[src/rtl/mux_pkg.sv]
// Shared mode encodings and sequencer state type for the TDM multiplexer family.
package mux_pkg;

  localparam logic MODE_MANUAL = 1'b0;
  localparam logic MODE_SCAN   = 1'b1;

  typedef enum logic {
    ST_MANUAL,
    ST_SCAN
  } state_t;

endpackage

[src/rtl/mux_n_comb.sv]
// Pure combinational CHANNELS:1 WIDTH-bit selector; an out-of-range select yields zero.
module mux_n_comb #(
  parameter  int unsigned WIDTH    = 8,
  parameter  int unsigned CHANNELS = 4,
  localparam int unsigned SEL_W    = $clog2(CHANNELS)
) (
  input  logic [SEL_W-1:0]          sel,
  input  logic [CHANNELS*WIDTH-1:0] a,
  output logic [WIDTH-1:0]          y_c
);

  always_comb begin
    y_c = '0;
    for (int k = 0; k < int'(CHANNELS); k++) begin
      if (sel == SEL_W'(k)) y_c = a[k*WIDTH +: WIDTH];
    end
  end

endmodule

[src/rtl/tdm_mux.sv]
// N:1 registered multiplexer with a held manual select or a round-robin scan
// that dwells DWELL enabled cycles per channel.
module tdm_mux
  import mux_pkg::*;
#(
  parameter  int unsigned WIDTH    = 8,
  parameter  int unsigned CHANNELS = 4,
  parameter  int unsigned DWELL    = 1,
  localparam int unsigned SEL_W    = $clog2(CHANNELS)
) (
  input  logic                      clk,
  input  logic                      rst_n,
  input  logic                      en,
  input  logic                      mode,
  input  logic                      load_sel,
  input  logic [SEL_W-1:0]          sel_in,
  input  logic [CHANNELS*WIDTH-1:0] a,
  output logic [WIDTH-1:0]          y,
  output logic [SEL_W-1:0]          y_ch,
  output logic                      y_valid,
  output logic                      wrap,
  output logic                      sel_err
);

  localparam int unsigned     DW_W       = (DWELL > 1) ? $clog2(DWELL) : 1;
  localparam logic [SEL_W-1:0] SEL_LAST  = SEL_W'(CHANNELS - 1);
  localparam logic [DW_W-1:0]  DWELL_LAST = DW_W'(DWELL - 1);

  state_t            state, state_nxt;
  logic [SEL_W-1:0]  sel, sel_nxt;
  logic [DW_W-1:0]   dwell_cnt, dwell_nxt;
  logic              wrap_pend, wrap_pend_nxt;
  logic [31:0]       sel_in_ext;
  logic              load_ok, load_bad;
  logic [WIDTH-1:0]  mux_y;

  mux_n_comb #(
    .WIDTH   (WIDTH),
    .CHANNELS(CHANNELS)
  ) u_mux (
    .sel(sel),
    .a  (a),
    .y_c(mux_y)
  );

  // Classify the select strobe against the channel count.
  always_comb begin
    sel_in_ext = 32'(sel_in);
    load_ok    = load_sel && (sel_in_ext < CHANNELS);
    load_bad   = load_sel && !(sel_in_ext < CHANNELS);
  end

  // wrap_pend marks that sel has just stepped last -> 0, so the wrap pulse
  // lands with the first y sample taken from channel 0.
  always_comb begin
    state_nxt     = state;
    sel_nxt       = sel;
    dwell_nxt     = dwell_cnt;
    wrap_pend_nxt = wrap_pend;
    if (en) begin
      state_nxt     = (mode == MODE_SCAN) ? ST_SCAN : ST_MANUAL;
      wrap_pend_nxt = 1'b0;
      if (load_ok) begin
        sel_nxt   = sel_in;
        dwell_nxt = '0;
      end else if (state_nxt != state) begin
        dwell_nxt = '0;
      end else if (state == ST_SCAN) begin
        if (dwell_cnt == DWELL_LAST) begin
          dwell_nxt     = '0;
          sel_nxt       = (sel == SEL_LAST) ? '0 : sel + SEL_W'(1);
          wrap_pend_nxt = (sel == SEL_LAST);
        end else begin
          dwell_nxt = dwell_cnt + DW_W'(1);
        end
      end
    end
  end

  always_ff @(posedge clk or negedge rst_n) begin
    if (!rst_n) begin
      state     <= ST_MANUAL;
      sel       <= '0;
      dwell_cnt <= '0;
      wrap_pend <= 1'b0;
    end else begin
      state     <= state_nxt;
      sel       <= sel_nxt;
      dwell_cnt <= dwell_nxt;
      wrap_pend <= wrap_pend_nxt;
    end
  end

  // Output registers: sample the current channel every enabled cycle.
  always_ff @(posedge clk or negedge rst_n) begin
    if (!rst_n) begin
      y       <= '0;
      y_ch    <= '0;
      y_valid <= 1'b0;
      wrap    <= 1'b0;
      sel_err <= 1'b0;
    end else if (en) begin
      y       <= mux_y;
      y_ch    <= sel;
      y_valid <= 1'b1;
      wrap    <= wrap_pend;
      sel_err <= load_bad;
    end else begin
      y_valid <= 1'b0;
      wrap    <= 1'b0;
      sel_err <= 1'b0;
    end
  end

endmodule

[config.mk]
export PLATFORM = sky130hd
export DESIGN_NAME = tdm_mux
export DESIGN_NICKNAME = d
export VERILOG_FILES = /design/src/rtl/mux_pkg.sv /design/src/rtl/mux_n_comb.sv /design/src/rtl/tdm_mux.sv
export SDC_FILE = /design/constraint.sdc
export NUM_CORES = 1
export LEC_CHECK = 0
export ABC_AREA = 1
export BUFFER_PORTS_ARGS = -buffer_cell sky130_fd_sc_hd__buf_2
export CORE_MARGIN = 1.5
export CORE_UTILIZATION = 46
export DETAILED_ROUTE_END_ITERATION = 16
export HOLD_SLACK_MARGIN = 0.02
export PLACE_DENSITY = 0.84
export SYNTH_ARGS = -nofsm -noshare
export SYNTH_HDL_FRONTEND = slang
export SYNTH_SLANG_ARGS = --single-unit
[constraint.sdc]
create_clock -name clk -period 1.8 [get_ports clk]
set_input_delay 0.27 -clock clk [delete_from_list [all_inputs] [get_ports clk]]
set_output_delay 0.27 -clock clk [all_outputs]
set_load 0.05 [all_outputs]
==> impl_results.md <==
* Number of synthesized flops with an enable pin at 0
* Asr flop ratio synth at 100%
* Register area at between 400 and 500 um^2
* DP Wirelength at about 1800 um
* Clk_skew at about 4.7 ps
* Synth top area cells: dfrtp_1 (39%), nand2_1 (26%), nand3_2 (7.7%)
* CP endpoint kind: flip-flop
* Die width at about 51 um
* TritonRoute pass-1 iters at 4
* Clock Latency Late Sink at about 280 ps
* Die area at roughly 2600 um^2
* Hold Crit Class: primary input to flip-flop
* Final count of pins violating max slew at 0
* Crit Path Class: flip-flop to flip-flop
* Synth-to-layout area growth at 26.6%
* Pwr Density at about 1100 nW/um^2
* Busiest layer in global routing: met2
* Seq cells post-synth at 16
* Multi-input logic area at around 540 um^2
* Top-area cell type share of the netlist area at between 30% and 40%
* Largest area contributor in the netlist: dfrtp_1
* Crit path DAT at 1690 ps
* Fmax at between 600 and 700 MHz
* GR Util met2 at 29.4%
* Netlist Area Pre-Place at approximately 1000 um^2
* CP Launch Type: flip-flop
* Syn nets at between 150 and 200
* Post-CTS setup buffer count at 0
* Fillers at roughly 210
* Clk slew on worst S/H paths at approximately 90 ps
* TritonCTS buffer count at 3
* Critical Path Fanout Max at 9
* CTS max path bufs at 2
* Max H-tree Level at 1
* PnR worst setup slack at a little under 300 ps
* DRT iter0 DRCs at 15
* Maximum vdd drop at 797 uV
* Delay-heaviest family, CP: adder cells
* Main synth FF type: dfrtp_1
* Total Routing Usage GR at between 10% and 20%
* Seq/Total Area, Yosys at 38.5%
* Vias per inst at 4.60
* Total gr overflow at 0
* RSZ-0062 raised after global routing: no
* I/O pins at 52
* CTS tree: yes
* Cells after Synth at between 100 and 150
* ANT cells at 0
* Critical path depth at 9
* Met3 usage in global routing at 2.38%
* Post-Route WL at ~2300 um
* Setup violation total in the final timing report at 0
* Static leakage at 0.787 nW
* MaxCap Viol Count at 0
* WHS Path Cells at 1
* Commonest cells post-synth: nand2_1 (71), dfrtp_1 (16), nor2_1 (16)
* Final setup TNS at 0 ps
* Initial Util at a little under half
* Yosys cell types at 18
* Buf+Inv Stages, Crit Path at 2
* Status: completed
* GRT met1 Usage at 26.6%
* Fin crit period at 1510 ps
* FP Rows at 17
* Hold Fails Final Rpt at 0
* Largest net degree at the start of global routing at 24
* Die height at 50.5 um
* Final Cycle Share at ~84%
* Root Buffer: clkbuf_4
* Placer Congestion at just under 0.8
* Antenna violations before repair at 0
* Share of cells above drive strength 1 at around a third
* Core Footprint at ~2200 um^2
* Most common cell in the synthesized netlist: nand2_1
* Routed Antenna Nets at 0
* Via count at just over 1,000
* Mean post-synth cell area at a little over 7 um^2
* CP peak stage delay at about 440 ps
* IO Port Bufs at 50
* Sink Count at 16
* Post-Place Worst Slack at approximately 300 ps
* CP most frequent cell: nand2_1
* DR WL/cell at just over 10 um
* Vias in the first global route at approximately 890
* WP data required at approximately 2000 ps
* Critical path cell sequence: inv_1, ha_1, inv_8, nand3_2, nand2_1, nand2_1, nand2_1, nand2_1, nand2_1
* First-pass GRT wire length at approximately 3700 um
* DRC at 0
* Synthesis Warnings at 0
* R2R depth at 9
* CP max-delay cell: ha_1
* Nets at between 200 and 250
* Post_cts resized at 0
## path summary, 6_finish.rpt
kind	startpoint	to	slack, ps
worst max-delay path	sel[1]	y[4]	290
worst min-delay path	en	y_valid	150
worst max register to register	sel[1]	y[4]	290
worst min register to register	y[1]	y[1]	480
max in group asynchronous	rst_n	y[2]	1120
min in group asynchronous	rst_n	sel[0]	420
## sequential cells by signal, indices dropped and copies added, names as in the netlist
register and flops:
wrap 1, sel 2, y 8, state 1
wrap_pend 1, y_ch 2, y_valid 1
## cell type report
cell class | instances | share of cell area [%]
Inverter | 8 | 3.04
Tap cell | 28 | 2.66
Multi-Input combinational cell | 116 | 41.3
Sequential cell | 16 | 30.4
Timing Repair Buffer | 51 | 19.8
Clock buffer | 4 | 2.76
## worst reg2reg max path, stage by stage (launching register included)
cell and delay (ps):
dfrtp_1 410, inv_1 110, ha_1 440, inv_8 90, nand3_2 70, nand2_1 50
nand2_1 50, nand2_1 60, nand2_1 60, nand2_1 50
## placed cells by master, fill, tap and decap left out, drive strengths merged
cell / instances
dfrtp: 16
nor2: 16
conb: 1
o21ai: 5
clkbuf: 4
a21oi: 9
ha: 4
dlygate4sd3: 1
inv: 8
nand3: 10
nand2: 71
buf: 50
## power breakdown
group / internal [mW] / switching, mW / leakage (nW) / total [mW]
Sequential: 0.438 / 0.0434 / 0.203 / 0.481
Clock: 0.123 / 0.112 / 0.0210 / 0.235
Combinational: 0.205 / 0.531 / 0.563 / 0.737
## per-layer routing
layer | part of all wire [%] | vias to the layer above
li1 | - | 547
met1 | 49 | 441
met2 | 44 | 35
met3 | 6.4 | 2
met4 | 0.61 | 0
met5 | 0 | -
## stage by stage
stage                     instances  utilization [%]  hold WS, ps  cell area (um^2)  power (mW)
final                           223             60.7          147              1320        1.45
after global routing            223             60.7          145              1320        1.55
after CTS                       223             60.7          141              1320        1.47
after detailed placement        218             58.5          204              1270        1.22
after global placement          218             58.5          197              1270        1.21
after floorplan                 147                -        -25.6              1040        1.06
## cells by family (layout without fill, tap and decap cells)
group / after synthesis / count (layout) / share of synthesized area (%)
buffers and inverters: 15 / 63 / 9.15
DFF: 16 / 16 / 38.5
and+or+nand+nor: 97 / 97 / 40.1
adders and majority gates: 4 / 4 / 4.81
other: 1 / 1 / 0.361
AOI/OAI and AO/OA: 14 / 14 / 7.10
## what timing repair did
action | CTS | global route
hold buffers | 1 | 0
endpoints found under the hold margin | 16 | 0
setup endpoints to repair | 0 | 0
Power figures use the tool's default switching activity.
